--- src/rtl/id_operand_stage_pkg.sv ---
// Shared constants and stage-control helpers for the ID operand stage:
// stall-bus layout, register-address width and the stage-register action decode.
package id_operand_stage_pkg;

  localparam int STALL_W_DEF    = 6;
  localparam int STALL_IDX_ID   = 1;  // this stage
  localparam int STALL_IDX_NEXT = 2;  // downstream (EX) stage
  localparam int REG_ADDR_W     = 5;
  localparam int INST_W         = 32;

  localparam logic [REG_ADDR_W-1:0] ZERO_REG = '0;

  typedef enum logic [1:0] {
    STG_HOLD,
    STG_ADVANCE,
    STG_BUBBLE,
    STG_FLUSH
  } stage_op_e;

  // Flush beats bubble beats advance; a stall of both stages freezes.
  function automatic stage_op_e decode_stage_op(input logic flush,
                                                input logic stall_id,
                                                input logic stall_next);
    if (flush)                       return STG_FLUSH;
    else if (stall_id && !stall_next) return STG_BUBBLE;
    else if (!stall_id)              return STG_ADVANCE;
    else                             return STG_HOLD;
  endfunction

endpackage

--- src/rtl/id_operand_stage_if.sv ---
// Forwarding bus from the later pipeline stages (channel 0 = EX, last = writeback)
// into the ID operand stage.
interface id_operand_stage_if
  import id_operand_stage_pkg::*;
#(
  parameter int NUM_FWD = 3,
  parameter int DATA_W  = 32
);

  logic [NUM_FWD-1:0]            fwd_we;
  logic [REG_ADDR_W*NUM_FWD-1:0] fwd_waddr;
  logic [DATA_W*NUM_FWD-1:0]     fwd_wdata;
  logic [NUM_FWD-1:0]            fwd_is_load;

  modport master (
    output fwd_we,
    output fwd_waddr,
    output fwd_wdata,
    output fwd_is_load
  );

  modport slave (
    input fwd_we,
    input fwd_waddr,
    input fwd_wdata,
    input fwd_is_load
  );

endinterface

--- src/rtl/id_operand_stage_fwd_mux.sv ---
// One source operand's bypass selector: youngest matching channel wins, register 0
// is hard-wired to zero, and the load flag of the winning channel is reported.
module fwd_mux
  import id_operand_stage_pkg::*;
#(
  parameter int NUM_FWD = 3,
  parameter int DATA_W  = 32
) (
  input  logic [REG_ADDR_W-1:0]         addr,
  input  logic [NUM_FWD-1:0]            fwd_we,
  input  logic [REG_ADDR_W*NUM_FWD-1:0] fwd_waddr,
  input  logic [DATA_W*NUM_FWD-1:0]     fwd_wdata,
  input  logic [NUM_FWD-1:0]            fwd_is_load,
  input  logic [DATA_W-1:0]             rf_rdata,
  output logic [DATA_W-1:0]             operand,
  output logic                          hit,
  output logic                          load_hit
);

  // NOTE: every output gets a default before the loop, so no path leaves a
  // value unassigned and no latch is inferred.
  always_comb begin
    operand  = rf_rdata;
    hit      = 1'b0;
    load_hit = 1'b0;
    if (addr == ZERO_REG) begin
      operand = '0;
    end else begin
      // NOTE: blocking assignments let later iterations see 'hit' already set,
      // which is what makes the lowest-numbered channel the winner.
      for (int k = 0; k < NUM_FWD; k++) begin
        if (!hit && fwd_we[k] && (fwd_waddr[k*REG_ADDR_W +: REG_ADDR_W] == addr)) begin
          hit      = 1'b1;
          operand  = fwd_wdata[k*DATA_W +: DATA_W];
          load_hit = fwd_is_load[k];
        end
      end
    end
  end

endmodule

--- src/rtl/id_operand_stage.sv ---
// ID operand stage: PC/valid stage register, instruction hold across stalls,
// rs/rt operand forwarding and the load-use interlock with its stall counter.
module id_operand_stage
  import id_operand_stage_pkg::*;
#(
  parameter int NUM_FWD = 3,
  parameter int DATA_W  = 32,
  parameter int STALL_W = STALL_W_DEF
) (
  input  logic                  clk,
  input  logic                  rst,
  input  logic [STALL_W-1:0]    stall,
  input  logic                  flush,
  input  logic                  if_valid,
  input  logic [DATA_W-1:0]     if_pc,
  input  logic [INST_W-1:0]     inst_sram_rdata,
  input  logic                  use_rs,
  input  logic                  use_rt,
  input  logic [DATA_W-1:0]     rf_rdata1,
  input  logic [DATA_W-1:0]     rf_rdata2,
  id_operand_stage_if.slave     fwd,
  output logic                  id_valid,
  output logic [DATA_W-1:0]     id_pc,
  output logic [INST_W-1:0]     id_inst,
  output logic [REG_ADDR_W-1:0] rs_addr,
  output logic [REG_ADDR_W-1:0] rt_addr,
  output logic [DATA_W-1:0]     opnd1,
  output logic [DATA_W-1:0]     opnd2,
  output logic                  stallreq,
  output logic [15:0]           perf_lu_stall
);

  logic              valid_q, valid_d;
  logic [DATA_W-1:0] pc_q, pc_d;
  logic              hold_full_q, hold_full_d;
  logic [INST_W-1:0] hold_inst_q, hold_inst_d;
  logic [15:0]       perf_q, perf_d;
  stage_op_e         stage_op;

  logic rs_hit, rt_hit, rs_load_hit, rt_load_hit;
  logic stall_unused;

  // Only the ID and next-stage bits of the shared stall bus matter here.
  assign stall_unused = ^{stall, rs_hit, rt_hit};

  assign stage_op = decode_stage_op(flush, stall[STALL_IDX_ID], stall[STALL_IDX_NEXT]);

  always_comb begin
    valid_d     = valid_q;
    pc_d        = pc_q;
    hold_full_d = hold_full_q;
    hold_inst_d = hold_inst_q;
    unique case (stage_op)
      STG_FLUSH, STG_BUBBLE: begin
        valid_d     = 1'b0;
        pc_d        = '0;
        hold_full_d = 1'b0;
        hold_inst_d = '0;
      end
      STG_ADVANCE: begin
        valid_d     = if_valid;
        pc_d        = if_pc;
        hold_full_d = 1'b0;
        hold_inst_d = '0;
      end
      default: begin
        // The SRAM word is only valid for one cycle; latch it on the first frozen cycle.
        if (valid_q && !hold_full_q) begin
          hold_full_d = 1'b1;
          hold_inst_d = inst_sram_rdata;
        end
      end
    endcase
  end

  always_comb begin
    perf_d = perf_q;
    if (stallreq && (perf_q != 16'hFFFF)) perf_d = perf_q + 16'd1;
  end

  // NOTE: the hold register is an ordinary flop, so it is reset along with the
  // rest; id_inst must not expose pre-reset contents after a mid-stall reset.
  always_ff @(posedge clk) begin
    if (rst) begin
      valid_q     <= 1'b0;
      pc_q        <= '0;
      hold_full_q <= 1'b0;
      hold_inst_q <= '0;
      perf_q      <= '0;
    end else begin
      // NOTE: non-blocking assignments keep every flop sampling pre-edge values.
      valid_q     <= valid_d;
      pc_q        <= pc_d;
      hold_full_q <= hold_full_d;
      hold_inst_q <= hold_inst_d;
      perf_q      <= perf_d;
    end
  end

  assign id_valid      = valid_q;
  assign id_pc         = pc_q;
  assign id_inst       = !valid_q ? '0 : (hold_full_q ? hold_inst_q : inst_sram_rdata);
  assign rs_addr       = id_inst[25:21];
  assign rt_addr       = id_inst[20:16];
  assign perf_lu_stall = perf_q;

  fwd_mux #(.NUM_FWD(NUM_FWD), .DATA_W(DATA_W)) u_fwd_rs (
    .addr        (rs_addr),
    .fwd_we      (fwd.fwd_we),
    .fwd_waddr   (fwd.fwd_waddr),
    .fwd_wdata   (fwd.fwd_wdata),
    .fwd_is_load (fwd.fwd_is_load),
    .rf_rdata    (rf_rdata1),
    .operand     (opnd1),
    .hit         (rs_hit),
    .load_hit    (rs_load_hit)
  );

  fwd_mux #(.NUM_FWD(NUM_FWD), .DATA_W(DATA_W)) u_fwd_rt (
    .addr        (rt_addr),
    .fwd_we      (fwd.fwd_we),
    .fwd_waddr   (fwd.fwd_waddr),
    .fwd_wdata   (fwd.fwd_wdata),
    .fwd_is_load (fwd.fwd_is_load),
    .rf_rdata    (rf_rdata2),
    .operand     (opnd2),
    .hit         (rt_hit),
    .load_hit    (rt_load_hit)
  );

  // Interlock only on an operand the instruction really reads.
  assign stallreq = valid_q && ((use_rs && rs_load_hit) || (use_rt && rt_load_hit));

endmodule

--- src/flat_wrapper.sv ---
// flat-port wrapper written by rule: the top's interface ports become plain ports
module id_operand_stage_flat import id_operand_stage_pkg::*;
#(
  parameter int NUM_FWD = 3,
  parameter int DATA_W  = 32,
  parameter int STALL_W = STALL_W_DEF
)
  (clk, rst, stall, flush, if_valid, if_pc, inst_sram_rdata, use_rs, use_rt, rf_rdata1, rf_rdata2, id_valid, id_pc, id_inst, rs_addr, rt_addr, opnd1, opnd2, stallreq, perf_lu_stall, fwd_fwd_we, fwd_fwd_waddr, fwd_fwd_wdata, fwd_fwd_is_load);
  id_operand_stage_if #(.NUM_FWD(NUM_FWD), .DATA_W(DATA_W)) fwd_i ();
  input  logic clk;
  input  logic rst;
  input  logic [STALL_W-1:0] stall;
  input  logic flush;
  input  logic if_valid;
  input  logic [DATA_W-1:0] if_pc;
  input  logic [INST_W-1:0] inst_sram_rdata;
  input  logic use_rs;
  input  logic use_rt;
  input  logic [DATA_W-1:0] rf_rdata1;
  input  logic [DATA_W-1:0] rf_rdata2;
  output logic id_valid;
  output logic [DATA_W-1:0] id_pc;
  output logic [INST_W-1:0] id_inst;
  output logic [REG_ADDR_W-1:0] rs_addr;
  output logic [REG_ADDR_W-1:0] rt_addr;
  output logic [DATA_W-1:0] opnd1;
  output logic [DATA_W-1:0] opnd2;
  output logic stallreq;
  output logic [15:0] perf_lu_stall;
  input wire logic [$bits(fwd_i.fwd_we)-1:0] fwd_fwd_we;
  input wire logic [$bits(fwd_i.fwd_waddr)-1:0] fwd_fwd_waddr;
  input wire logic [$bits(fwd_i.fwd_wdata)-1:0] fwd_fwd_wdata;
  input wire logic [$bits(fwd_i.fwd_is_load)-1:0] fwd_fwd_is_load;
  assign fwd_i.fwd_we = fwd_fwd_we;
  assign fwd_i.fwd_waddr = fwd_fwd_waddr;
  assign fwd_i.fwd_wdata = fwd_fwd_wdata;
  assign fwd_i.fwd_is_load = fwd_fwd_is_load;
  id_operand_stage #(.NUM_FWD(NUM_FWD), .DATA_W(DATA_W), .STALL_W(STALL_W)) u_core (.clk(clk), .rst(rst), .stall(stall), .flush(flush), .if_valid(if_valid), .if_pc(if_pc), .inst_sram_rdata(inst_sram_rdata), .use_rs(use_rs), .use_rt(use_rt), .rf_rdata1(rf_rdata1), .rf_rdata2(rf_rdata2), .fwd(fwd_i), .id_valid(id_valid), .id_pc(id_pc), .id_inst(id_inst), .rs_addr(rs_addr), .rt_addr(rt_addr), .opnd1(opnd1), .opnd2(opnd2), .stallreq(stallreq), .perf_lu_stall(perf_lu_stall));
endmodule
--- config.mk ---
export PLATFORM = sky130hd
export DESIGN_NAME = id_operand_stage_flat
export DESIGN_NICKNAME = d
export VERILOG_FILES = /design/src/rtl/id_operand_stage_pkg.sv /design/src/rtl/id_operand_stage_if.sv /design/src/rtl/id_operand_stage_fwd_mux.sv /design/src/rtl/id_operand_stage.sv /design/src/flat_wrapper.sv
export SDC_FILE = /design/constraint.sdc
export NUM_CORES = 1
export LEC_CHECK = 0
export ABC_AREA = 1
export ABC_CLOCK_PERIOD_IN_PS = 3500
export BUFFER_PORTS_ARGS = -buffer_cell sky130_fd_sc_hd__buf_2
export CAP_MARGIN = 20
export CORE_AREA = 2 2 158 160
export DETAILED_ROUTE_END_ITERATION = 7
export DIE_AREA = 0 0 160 162
export PLACE_DENSITY = 0.55
export SLEW_MARGIN = 10
export SYNTH_ARGS = -nofsm -noshare
export SYNTH_HDL_FRONTEND = slang
export SYNTH_SLANG_ARGS = --single-unit
--- constraint.sdc ---
create_clock -name clk -period 3.5 [get_ports clk]
set_clock_uncertainty 0.2 [all_clocks]
set_input_delay 0.175 -clock clk [delete_from_list [all_inputs] [get_ports clk]]
set_output_delay 0.175 -clock clk [all_outputs]
set_load 0.03 [all_outputs]
==> results of run 1 <==
[state kept, by name (all words and copies together) (netlist names)]
name / count
u_core.id_pc: 32
u_core.perf_lu_stall: 16
u_core.id_valid: 1
u_core.hold_full_q: 1
u_core.hold_inst_q: 32
[cell type report]
class | count | area, µm²
Antenna cell | 8 | 20.0
Clock buffer | 10 | 239
Clock inverter | 6 | 57.6
Fill cell | 2704 | 14500
Inverter | 77 | 289
Multi-Input combinational cell | 826 | 3990
Sequential cell | 82 | 1640
Tap cell | 324 | 405
Timing Repair Buffer | 495 | 2910
[critical path, stage by stage, from the launching register on]
cell	delay, ns
sky130_fd_sc_hd__dfxtp_1	0.31
sky130_fd_sc_hd__buf_4	0.25
sky130_fd_sc_hd__nand3_1	0.14
sky130_fd_sc_hd__nand2_1	0.30
sky130_fd_sc_hd__nor2_1	0.07
sky130_fd_sc_hd__nor2_1	0.19
sky130_fd_sc_hd__nand3_4	0.20
sky130_fd_sc_hd__nand3_4	0.20
sky130_fd_sc_hd__buf_12	0.24
sky130_fd_sc_hd__o21ai_0	0.11
sky130_fd_sc_hd__a31oi_1	0.30
sky130_fd_sc_hd__buf_2	0.27
[repair_timing]
item / 4_1_cts / 5_1_grt
gates resized for setup: 2 / 9
endpoints found under the hold margin: 58 / 0
pin swaps: 0 / 1
setup endpoints to repair: 28 / 69
hold buffers: 61 / 0
buffers inserted: 0 / 2
[layer usage]
layer	global-route usage, %	part of all wire (%)	vias to the layer above	routed length (µm)
met5	0	0.096	-	30
met4	8.07	3.0	4	922
met3	4.57	6.9	66	2160
met2	40.2	49	395	15300
met1	26.8	41	4240	12800
li1	-	-	4497	-
[worst min-delay path by stage]
stage,from,end,slack [ns],cells after the start
final,rst,u_core.id_pc[0]$_SDFFE_PP0P_,0.01,2
after global routing,inst_sram_rdata[21],u_core.hold_inst_q[21]$_SDFFE_PP0P_,0.02,3
after detailed placement,if_pc[2],u_core.id_pc[2]$_SDFFE_PP0P_,0.23,3
after floorplan,if_pc[8],u_core.id_pc[8]$_SDFFE_PP0P_,0.12,2
after CTS,inst_sram_rdata[21],u_core.hold_inst_q[21]$_SDFFE_PP0P_,0.0002,3
after global placement,if_pc[2],u_core.id_pc[2]$_SDFFE_PP0P_,0.22,3
[power by group through the flow]
stage	Clock, mW	Combinational [mW]	Sequential, mW
4_1_cts	0.982	0.719	0.956
6_report	0.957	0.727	0.956
5_1_grt	1.02	0.784	0.957
3_5_place_dp	0	0.665	0.977
3_3_place_gp	0	0.667	0.977
2_1_floorplan	0	0.342	1.00
[metrics by stage]
step                      TNS [ns]  util (%)  instances  area [µm²]  setup slack (ns)
after global routing             0      39.6       1827        9560            0.0137
after global placement           0      35.5       1741        8570             0.217
final                            0      39.7       1828        9560             0.187
after CTS                  -0.0193      39.3       1818        9480           -0.0184
after floorplan                  0         -       1077        6330             0.490
after detailed placement         0      35.5       1741        8570             0.204
[cells by family (layout without fill, tap and decap cells)]
family / after synthesis / after routing
AOI/OAI and AO/OA: 275 / 275
adders and majority gates: 3 / 3
xor gates and xnor gates: 1 / 1
other: 0 / 8
DFF: 82 / 82
buffers and inverters: 169 / 588
and+or+nand+nor: 547 / 547
[cell usage in the layout, fill, tap and decap left out, drive strengths merged, types with 3 or more instances in the layout]
master and count:
a21oi 82, a31oi 64, buf 434, clkbuf 10
clkinv 4, dfxtp 82, diode 8, dlygate4sd3 61
ha 3, inv 79, nand2 336, nand3 142
nand4 7, nor2 57, nor3 3, o211ai 64
o21ai 64
==> flow_summary.rst, run 1 <==
.. list-table::
   :header-rows: 1

   * - Metric
     - Value
   * - Run status
     - finished, final reports clean
   * - Total nets after synthesis
     - 1337
   * - Nets
     - 1751
   * - Setup repair after global routing missed its margin
     - no
   * - Synth Area in Compound Gates
     - 25.6%
   * - Vias per cell
     - roughly 5.0
   * - Final setup violating endpoints
     - 0
   * - Pin count of the biggest net entering global routing
     - 65
   * - Capture point of the worst reg-to-reg path
     - u_core.perf_lu_stall[1]$_SDFFE_PP0P_
   * - Endpoint of the most critical setup path
     - opnd1[1]
   * - Slew at the pin with the worst max-slew slack
     - 0.711 ns
   * - Iteration-0 DRC count of the detailed router
     - 728
   * - Library cell occupying the most area in the post-synthesis netlist
     - sky130_fd_sc_hd__dfxtp_1
   * - Nature of the critical path endpoint
     - output port
   * - Peak fanout along the critical path
     - 52
   * - Post-Synth Simple-Gate Area
     - 36.1%
   * - Reg2Reg Depth
     - 17
   * - Horizontal die dimension
     - ~160 µm
   * - CP Class
     - reg2out
   * - Depth of the CTS H-tree
     - 3
   * - Pwr Total
     - 2.64 mW
   * - Fraction of power consumed by sequential logic
     - 36.2%
   * - Share of the clock period used by the worst path after layout
     - 94.6%
   * - Synthesized-area fraction occupied by xor and xnor cells
     - 0.138%
   * - Post-layout minimum cycle time
     - 3.31 ns
   * - Setup slack of the most critical reg-to-reg path
     - about 0.60 ns
   * - Most frequent cell after synthesis
     - sky130_fd_sc_hd__nand2_1
   * - Global-route total usage across every layer
     - 22.5%
   * - Number of library cell types mapped by synthesis
     - 25
   * - P&R area growth vs syn
     - 51.0%
   * - Post-Synthesis Cells
     - 1077
   * - Multiplexer share of the synthesized area
     - 0%
   * - Worst-case headroom to the max-slew limit
     - 52.5%
   * - Fraction of the yosys area taken by sequential cells
     - 25.9%
   * - Post-synthesis average cell area
     - 5.88 µm²
   * - Max Cap Viol
     - 0
   * - Endpoints failing hold
     - 0
   * - Drt first pass iters
     - 5
   * - Clock power share
     - 36.3%
   * - Layout cells sized above 1
     - 31.0%
   * - Hold WS
     - 0.00975 ns
   * - Pins Over Slew Limit
     - 0
   * - Cell at the root of the clock tree
     - sky130_fd_sc_hd__clkbuf_16
   * - Top flip-flop cell by instance count after synthesis
     - sky130_fd_sc_hd__dfxtp_1
   * - Global-route wire length before repair
     - 47.3 mm
   * - Yosys Warn Count
     - 0
   * - Async S/R FF share, synth
     - 0%
   * - Main combinational cell family by area after synthesis
     - simple AND/OR/NAND/NOR gates
   * - Clock tree from TritonCTS
     - built
   * - Clock slew at reported path FFs
     - 0.07 ns
   * - Synth Cell Area
     - roughly 0.0063 mm²
   * - Overflow left after global routing
     - 0
   * - Crit path arrival time
     - between 2 and 3 ns
   * - Combinational share of power
     - 27.5%
   * - Worst IR Drop VDD
     - 285 µV
   * - Antenna viol nets, final
     - 0
   * - Routability Congestion
     - 0.968
   * - Antenna violations before repair
     - 9
   * - Power density of the placed cells
     - 276 mW/mm²
   * - Final HPWL DP
     - 23.1 mm
   * - Insertion delay to the later sink of the worst-skew pair
     - ~0.34 ns
   * - Startpoint class of the critical path
     - flip-flop
   * - Core Footprint
     - 0.0241 mm²
   * - DR vias
     - 9202
   * - Worst setup path startpoint
     - u_core.id_valid$_SDFFE_PP0P_
   * - Internal power
     - between 1.5 and 2 mW
   * - Maximum clock rate
     - 0.302 GHz
   * - Maximum number of buffers from clock root to sink
     - 2
   * - Starting Density
     - 26.3%
   * - FF+latch count, synth
     - 82
   * - Switching share of power
     - between 30% and 40%
   * - Vias in the first global route
     - 8507
   * - Count of input and output buffers
     - roughly 400
   * - Wire length per cell
     - 17.1 µm
   * - Row cnt
     - 57
   * - Top cells by instance count after synthesis
     - sky130_fd_sc_hd__nand2_1 (334), sky130_fd_sc_hd__nand3_1 (138), sky130_fd_sc_hd__a21oi_1 (82), sky130_fd_sc_hd__dfxtp_1 (82), sky130_fd_sc_hd__inv_1 (75)
   * - NetSw
     - 0.885 mW
   * - Number of clock buffers inserted by TritonCTS
     - 9
   * - Die footprint
     - 0.0259 mm²
   * - Number of enable flip-flop cells after synthesis
     - 0
   * - Synth Area in Adders
     - 0.593%
   * - Vertical die dimension
     - between 150 and 200 µm
   * - Worst path required time
     - 3.12 ns
   * - Area fraction of the dominant cell type after synthesis
     - 25.9%
   * - Worst hold-check path type
     - in2reg
   * - Overall routed net length
     - 31.2 mm
   * - Launch instance of the worst register-to-register path
     - u_core.id_valid$_SDFFE_PP0P_
   * - Static Leak
     - 4.63 nW
   * - Top-level port count
     - 413
   * - Clock net sink count
     - 82
   * - DRC Markers
     - 0
   * - Largest cells by area after synthesis
     - sky130_fd_sc_hd__dfxtp_1 (26%), sky130_fd_sc_hd__nand2_1 (20%), sky130_fd_sc_hd__nand3_1 (11%)
Power figures use the tool's default switching activity.
==> run 2: changes to the inputs <==
Settings changed: ABC_AREA 1 to default, CORE_AREA 2 2 158 160 to 2 2 159 161, DIE_AREA 0 0 160 162 to 0 0 161 163, PLACE_DENSITY 0.55 to 0.56.
==> flow_summary.rst, run 2 <==
.. list-table::
   :header-rows: 1

   * - Metric
     - Value
   * - Final HPWL DP
     - 22.8 mm (was 23.1 mm)
   * - Layout cells sized above 1
     - 38.2% (was 31.0%)
   * - P&R area growth vs syn
     - 55.8% (was 51.0%)
   * - Share of the clock period used by the worst path after layout
     - 96.5% (was 94.6%)
   * - Cell area after placement
     - 0.00937 mm² (was 0.00857 mm²)
   * - Nets
     - 1692 (was 1751)
   * - Overall routed net length
     - 30.7 mm (was 31.2 mm)
   * - Number of enable flip-flop cells after synthesis
     - 0 (unchanged)
   * - Count of input and output buffers
     - 408 (unchanged)
   * - Post-layout minimum cycle time
     - 3.38 ns (was 3.31 ns)
   * - Iteration-0 DRC count of the detailed router
     - 661 (was 728)
   * - Depth of the CTS H-tree
     - 3 (unchanged)
   * - Switching share of power
     - 32.5% (was 33.5%)
   * - Highest-count cells in the layout ignoring fill and taps
     - sky130_fd_sc_hd__buf_2 (401), sky130_fd_sc_hd__nand2_1 (240), sky130_fd_sc_hd__a21oi_1 (115) (was sky130_fd_sc_hd__buf_2 (408), sky130_fd_sc_hd__nand2_1 (331), sky130_fd_sc_hd__nand3_1 (137))
   * - Cell at the root of the clock tree
     - sky130_fd_sc_hd__clkbuf_16 (unchanged)
   * - Insertion delay to the later sink of the worst-skew pair
     - 0.35 ns (was 0.34 ns)
   * - Static Leak
     - 4.71 nW (was 4.63 nW)
   * - DR vias
     - 8946 (was 9202)
   * - Most frequent cell after synthesis
     - sky130_fd_sc_hd__nand2_1 (unchanged)
   * - Number of library cell types mapped by synthesis
     - 63 (was 25)
   * - Yosys Warn Count
     - 0 (unchanged)
   * - Library cell occupying the most area in the post-synthesis netlist
     - sky130_fd_sc_hd__dfxtp_1 (unchanged)
   * - Synth Cell Area
     - 0.00675 mm² (was 0.00633 mm²)
   * - Area of the multi-input gates
     - 0.00484 mm² (was 0.00399 mm²)
   * - Post-synthesis average cell area
     - 6.80 µm² (was 5.88 µm²)
   * - Die footprint
     - 0.0262 mm² (was 0.0259 mm²)
   * - Antenna violations before repair
     - 9 (unchanged)
   * - Routability Congestion
     - 0.855 (was 0.968)
   * - Footprint of the flip-flops and latches
     - 0.00165 mm² (was 0.00164 mm²)
   * - Fraction of the yosys area taken by sequential cells
     - 24.3% (was 25.9%)
   * - Worst-case headroom to the max-slew limit
     - 47.1% (was 52.5%)
   * - Pin count of the biggest net entering global routing
     - 53 (was 65)
   * - Vias in the first global route
     - 8432 (was 8507)
   * - Global-route wire length before repair
     - 45.4 mm (was 47.3 mm)
   * - Antenna viol nets, final
     - 0 (unchanged)
   * - Top cells by instance count after synthesis
     - sky130_fd_sc_hd__nand2_1 (243), sky130_fd_sc_hd__a21oi_1 (146), sky130_fd_sc_hd__nor2_1 (98) (was sky130_fd_sc_hd__nand2_1 (334), sky130_fd_sc_hd__nand3_1 (138), sky130_fd_sc_hd__a21oi_1 (82), sky130_fd_sc_hd__dfxtp_1 (82), sky130_fd_sc_hd__inv_1 (75))
   * - Utilization after layout
     - 42.6% (was 39.7%)
   * - Clock power share
     - 35.2% (was 36.3%)
   * - CP Class
     - reg2out (unchanged)
   * - Internal power
     - 1.76 mW (was 1.75 mW)
   * - Core Footprint
     - 0.0247 mm² (was 0.0241 mm²)
   * - Async S/R FF share, synth
     - 0% (unchanged)
   * - Final design instance area without fill
     - 0.0105 mm² (was 0.00956 mm²)
   * - Number of clock buffers inserted by TritonCTS
     - 9 (unchanged)
   * - Vertical die dimension
     - 163 µm (was 162 µm)
   * - Worst path required time
     - 3.12 ns (about the same)
   * - Horizontal die dimension
     - 161 µm (was 160 µm)
   * - Starting Density
     - 27.4% (was 26.3%)
   * - Max Cap Viol
     - 0 (unchanged)
   * - FF+latch count, synth
     - 82 (unchanged)
   * - Clock slew at reported path FFs
     - 0.07 ns (about the same)
   * - Maximum clock rate
     - 0.296 GHz (was 0.302 GHz)
   * - Post-Synthesis Cells
     - 992 (was 1077)
   * - Total nets after synthesis
     - 1252 (was 1337)
   * - Wire length per cell
     - 17.3 µm (was 17.1 µm)
   * - DRC Markers
     - 0 (unchanged)
   * - Area fraction of the dominant cell type after synthesis
     - 24.3% (was 25.9%)
   * - Final-layout fill cell count
     - 2601 (was 2704)
   * - Clock tree from TritonCTS
     - built (unchanged)
   * - Nature of the critical path endpoint
     - output port (unchanged)
   * - Most common cell after layout, fill and taps aside
     - sky130_fd_sc_hd__buf_2 (unchanged)
   * - Largest cells by area after synthesis
     - sky130_fd_sc_hd__dfxtp_1 (24%), sky130_fd_sc_hd__mux2i_1 (14%), sky130_fd_sc_hd__nand2_1 (14%) (was sky130_fd_sc_hd__dfxtp_1 (26%), sky130_fd_sc_hd__nand2_1 (20%), sky130_fd_sc_hd__nand3_1 (11%))
   * - Pins Over Slew Limit
     - 0 (unchanged)
   * - Top-level port count
     - 413 (unchanged)
   * - Endpoints failing hold
     - 0 (unchanged)
   * - Clock net sink count
     - 82 (unchanged)
   * - Global-route total usage across every layer
     - 21.7% (was 22.5%)
   * - Startpoint class of the critical path
     - flip-flop (unchanged)
   * - Run status
     - finished, final reports clean (unchanged)
   * - Top flip-flop cell by instance count after synthesis
     - sky130_fd_sc_hd__dfxtp_1 (unchanged)
   * - Peak fanout along the critical path
     - 11 (was 52)
   * - Slew at the pin with the worst max-slew slack
     - 0.794 ns (was 0.711 ns)
   * - Fraction of power consumed by sequential logic
     - 36.6% (was 36.2%)
   * - Final setup violating endpoints
     - 0 (unchanged)
   * - Worst IR Drop VDD
     - 354 µV (was 285 µV)
   * - Maximum number of buffers from clock root to sink
     - 2 (unchanged)
   * - Crit path arrival time
     - 3.00 ns (was 2.94 ns)
   * - NetSw
     - 0.850 mW (was 0.885 mW)
   * - Overflow left after global routing
     - 0 (unchanged)
   * - Combinational share of power
     - 28.2% (was 27.5%)
   * - Worst hold-check path type
     - in2reg (unchanged)
   * - Drt first pass iters
     - 5 (unchanged)
   * - Vias per cell
     - 5.05 (was 5.03)
   * - Power density of the placed cells
     - 249 mW/mm² (was 276 mW/mm²)
   * - Row cnt
     - 58 (was 57)
[run 2: changes by cell type in the layout (fill, tap and decap cells not counted), sizes merged, moves of 41 or more]
cell | before | now
nand3 | 142 | 13
inv | 79 | 20
nor2 | 57 | 98
nand2 | 336 | 243
o21ai | 64 | 8
mux2i | 0 | 92
a21oi | 82 | 146
a31oi | 64 | 0
[run 2: path summary, 6_finish.rpt]
kind / start / to / slack, ns / cells after the start
worst max-delay path: u_core.hold_full_q$_SDFFE_PP0P_ / opnd1[24] / 0.12 / 11
worst min-delay path: rst / u_core.id_pc[13]$_SDFFE_PP0P_ / 0.25 / 3
worst max register to register: u_core.hold_full_q$_SDFFE_PP0P_ / u_core.perf_lu_stall[8]$_SDFFE_PP0P_ / 0.17 / 11
worst min register to register: u_core.hold_inst_q[22]$_SDFFE_PP0P_ / u_core.hold_inst_q[22]$_SDFFE_PP0P_ / 0.26 / 2
[run 2: kinds of logic after synthesis]
family / Yosys count / share of synthesized area (%)
simple gates: 425 / 27.2
mux: 104 / 15.7
fa+ha+maj: 3 / 0.556
compound gates: 254 / 23.3
flops: 82 / 24.3
xor+xnor: 12 / 1.56
buf+inv: 112 / 7.34
[run 2: routing by layer]
metal	wire (µm)	share of wire [%]	GRT usage (%)
met1	12700	41	26.7
met2	15000	49	37.3
met3	2380	7.7	5.53
met4	610	2.0	6.53
met5	44	0.14	0
[run 2: power by group through the flow]
stage,Sequential (mW),Clock (mW),Combinational (mW)
after global routing,0.957,0.992,0.799
after global placement,0.977,0,0.655
after detailed placement,0.978,0,0.660
after CTS,0.956,0.956,0.723
final,0.956,0.920,0.739
after floorplan,1.00,0,0.341
[run 2: stage by stage]
stage	std cells	total power [mW]	setup WS [ns]	TNS [ns]	hold WS [ns]
after floorplan	992	1.34	0.123	0	0.111
after global placement	1679	1.63	0.156	0	0.211
after detailed placement	1679	1.64	0.0757	0	0.220
after CTS	1762	2.63	0.000661	0	0.239
after global routing	1771	2.75	-0.0611	-0.436	0.249
final	1773	2.61	0.121	0	0.245
[run 2: timing repair]
| action | CTS | global route |
|---|---|---|
| endpoints found under the setup margin | 65 | 65 |
| pin swaps | 0 | 5 |
| hold buffers | 65 | 0 |
| endpoints found under the hold margin | 65 | 0 |
| setup buffers | 2 | 4 |
| gates resized for setup | 7 | 29 |
| cloned | 0 | 1 |
[run 2: worst max-delay path, cell delays in order, from the launching register on]
cell                      delay, ns
sky130_fd_sc_hd__dfxtp_4       0.41
sky130_fd_sc_hd__buf_6         0.15
sky130_fd_sc_hd__mux2_2        0.39
sky130_fd_sc_hd__and3_1        0.20
sky130_fd_sc_hd__o22a_1        0.19
sky130_fd_sc_hd__and4_2        0.25
sky130_fd_sc_hd__nor4_4        0.18
sky130_fd_sc_hd__and3_4        0.24
sky130_fd_sc_hd__buf_4         0.20
sky130_fd_sc_hd__nand2_1       0.09
sky130_fd_sc_hd__a21oi_2       0.13
sky130_fd_sc_hd__buf_2         0.22
[run 2: area by class of cell]
type                       instances  area share [%]
sequential                        82            15.6
clock inverter                     7           0.595
inverter                          17           0.607
timing repair buffer             524            30.9
antenna                            6           0.143
tap                              330            3.92
multi-input combinational        798            46.0
clock buffer                       9            2.14
==> run 3: changes to the inputs <==
Settings changed: ABC_CLOCK_PERIOD_IN_PS 3500 to 3410.
Clock period 3.5 ns to 3.41 ns, I/O delays scaled along.
==> flow_summary.rst, run 3 (synthesis gave the netlist of run 2 again) <==
.. list-table::
   :header-rows: 1

   * - Metric
     - Value
   * - Wire length per cell
     - 18.9 µm (was 17.3 µm)
   * - Final-layout fill cell count
     - 2513 (was 2601)
   * - Final design instance area without fill
     - 0.0114 mm² (was 0.0105 mm²)
   * - Core Footprint
     - 0.0247 mm² (unchanged)
   * - Peak fanout along the critical path
     - 11 (unchanged)
   * - Die footprint
     - 0.0262 mm² (unchanged)
   * - Worst IR Drop VDD
     - 240 µV (was 354 µV)
   * - Layout cells sized above 1
     - 40.6% (was 38.2%)
   * - Area of the multi-input gates
     - 0.00499 mm² (was 0.00484 mm²)
   * - Final HPWL DP
     - 22.4 mm (was 22.8 mm)
   * - Maximum number of buffers from clock root to sink
     - 2 (unchanged)
   * - DR vias
     - 9228 (was 8946)
   * - Overall routed net length
     - 33.9 mm (was 30.7 mm)
   * - Nets
     - 1714 (was 1692)
   * - Worst-case headroom to the max-slew limit
     - 46.4% (was 47.1%)
   * - Clock slew at reported path FFs
     - 0.06 ns (was 0.07 ns)
   * - Most common cell after layout, fill and taps aside
     - sky130_fd_sc_hd__buf_2 (unchanged)
   * - Horizontal die dimension
     - 161 µm (unchanged)
   * - Top-level port count
     - 413 (unchanged)
   * - Met2 routed wirelength
     - 16.3 mm (was 15.0 mm)
   * - Maximum clock rate
     - 0.291 GHz
   * - Cell at the root of the clock tree
     - sky130_fd_sc_hd__clkbuf_16 (unchanged)
   * - P&R area growth vs syn
     - 68.6% (was 55.8%)
   * - Iteration-0 DRC count of the detailed router
     - 594 (was 661)
   * - Overflow left after global routing
     - 0 (unchanged)
   * - Global-route total usage across every layer
     - 22.1% (was 21.7%)
   * - Antenna viol nets, final
     - 0 (unchanged)
   * - Insertion delay to the later sink of the worst-skew pair
     - 0.34 ns (was 0.35 ns)
   * - Share of the clock period used by the worst path after layout
     - 101%
   * - Starting Density
     - 27.4% (unchanged)
   * - Cell area after placement
     - 0.00928 mm² (was 0.00937 mm²)
   * - Worst path required time
     - 3.04 ns (was 3.12 ns)
   * - Post-layout minimum cycle time
     - 3.43 ns
   * - Highest-count cells in the layout ignoring fill and taps
     - sky130_fd_sc_hd__buf_2 (344), sky130_fd_sc_hd__nand2_1 (233), sky130_fd_sc_hd__a21oi_1 (113) (was sky130_fd_sc_hd__buf_2 (401), sky130_fd_sc_hd__nand2_1 (240), sky130_fd_sc_hd__a21oi_1 (115))
   * - Drt first pass iters
     - 6 (was 5)
   * - Worst hold-check path type
     - in2reg (unchanged)
   * - Power density of the placed cells
     - 253 mW/mm² (was 249 mW/mm²)
   * - Nature of the critical path endpoint
     - output port (unchanged)
   * - Endpoints failing hold
     - 0 (unchanged)
   * - Clock net sink count
     - 82 (unchanged)
   * - Pin count of the biggest net entering global routing
     - 63 (was 53)
   * - Hold WS
     - 0.240 ns (was 0.245 ns)
   * - Run status
     - finished, violations left (was finished, final reports clean)
   * - Violations in the final reports
     - negative setup slack
   * - DRC Markers
     - 0 (unchanged)
   * - Routability Congestion
     - 0.827 (was 0.855)
   * - Pins Over Slew Limit
     - 0 (unchanged)
   * - Met3 wire len
     - 2.90 mm (was 2.38 mm)
   * - Static Leak
     - 5.02 nW (was 4.71 nW)
   * - Footprint of the flip-flops and latches
     - 0.00165 mm² (about the same)
   * - Wire length the detailed router placed on met1
     - 13.5 mm (was 12.7 mm)
   * - Worst slack after detailed placement
     - 0.0582 ns (was 0.0757 ns)
   * - Depth of the CTS H-tree
     - 3 (unchanged)
   * - Clock tree from TritonCTS
     - built (unchanged)
   * - Final setup violating endpoints
     - 1 (was 0)
   * - Vias per cell
     - 5.14 (was 5.05)
   * - Slew at the pin with the worst max-slew slack
     - 0.804 ns (was 0.794 ns)
   * - Setup repair after global routing missed its margin
     - yes
   * - Crit path arrival time
     - 3.06 ns (was 3.00 ns)
   * - Row cnt
     - 58 (unchanged)
   * - Highest metal layer with signal wires
     - met5 (unchanged)
   * - Antenna violations before repair
     - 12 (was 9)
   * - Max Cap Viol
     - 0 (unchanged)
   * - Number of clock buffers inserted by TritonCTS
     - 9 (unchanged)
   * - Vertical die dimension
     - 163 µm (unchanged)
   * - Utilization after layout
     - 46.1% (was 42.6%)
   * - CP Class
     - reg2out (unchanged)
   * - Startpoint class of the critical path
     - flip-flop (unchanged)
   * - Global-route wire length before repair
     - 46.1 mm (was 45.4 mm)
   * - Post-route worst setup slack
     - -0.0234 ns (was 0.121 ns)
   * - Count of input and output buffers
     - 408 (unchanged)
   * - Pwr Total
     - 2.88 mW (was 2.61 mW)
   * - Vias in the first global route
     - 8463 (was 8432)
==> run 3: changes by cell type in the layout (fill, tap and decap cells not counted), sizes merged <==
cell | before | now
buf | 453 | 468
bufinv | 0 | 2
clkbuf | 15 | 24
clkinv | 4 | 1
clkinvlp | 0 | 2
inv | 20 | 17
==> run 3: metrics by stage <==
step / setup TNS, ns / cells
final: -0.0234 / 1795
after global routing: -3.93 / 1792
after CTS: -0.0297 / 1753
after detailed placement: 0 / 1668
after global placement: 0 / 1668
after floorplan: 0 / 992
==> run 3: power by group <==
part	internal, mW	leakage, nW	switching (mW)	total [mW]
clock network	0.666	0.156	0.415	1.08
registers	0.973	0.665	0.00871	0.982
logic	0.369	4.20	0.447	0.816
==> run 3: path summary, 6_finish.rpt <==
path              slack, ns                           startpoint  depth (start not counted)                                   end
setup reg to reg       0.17      u_core.hold_full_q$_SDFFE_PP0P_                         12  u_core.perf_lu_stall[4]$_SDFFE_PP0P_
hold reg to reg        0.25  u_core.hold_inst_q[26]$_SDFFE_PP0P_                          2   u_core.hold_inst_q[26]$_SDFFE_PP0P_
setup / recovery      -0.02      u_core.hold_full_q$_SDFFE_PP0P_                         11                             opnd2[21]
hold / removal         0.24                                  rst                          3          u_core.id_pc[8]$_SDFFE_PP0P_
==> run 3: what timing repair did <==
action / CTS / global route
pin swaps: 2 / 39
endpoints found under the setup margin: 65 / 71
buffers inserted: 3 / 19
hold endpoints to repair: 65 / 0
gates resized for setup: 69 / 107
hold buffers: 65 / 0
gates cloned: 1 / 18
==> run 3: critical path, stage by stage (launching register included) <==
cell and delay (ns):
sky130_fd_sc_hd__dfxtp_4 0.40, sky130_fd_sc_hd__buf_12 0.14, sky130_fd_sc_hd__mux2_4 0.34, sky130_fd_sc_hd__nor3b_4 0.16
sky130_fd_sc_hd__nor4b_2 0.32, sky130_fd_sc_hd__and4_4 0.37, sky130_fd_sc_hd__or3_4 0.17, sky130_fd_sc_hd__buf_12 0.14
sky130_fd_sc_hd__buf_12 0.14, sky130_fd_sc_hd__o211ai_1 0.09, sky130_fd_sc_hd__a21oi_2 0.26, sky130_fd_sc_hd__buf_6 0.17
==> run 3: routing by layer <==
layer / track usage (%) / vias to the layer above
li1: - / 4399
met1: 26.4 / 4288
met2: 38.5 / 438
met3: 6.34 / 89
met4: 7.02 / 14
met5: 0 / -
==> run 3: cell type report <==
cell class              instances  share of cell area, %
multi-input cells             798                   43.8
repair buffers                546                   34.4
flip-flops and latches         82                   14.5
well taps                     330                   3.63
clock buffers                  11                   2.13
clock inverters                 5                  0.747
inverters                      17                  0.616
diodes                          6                  0.132
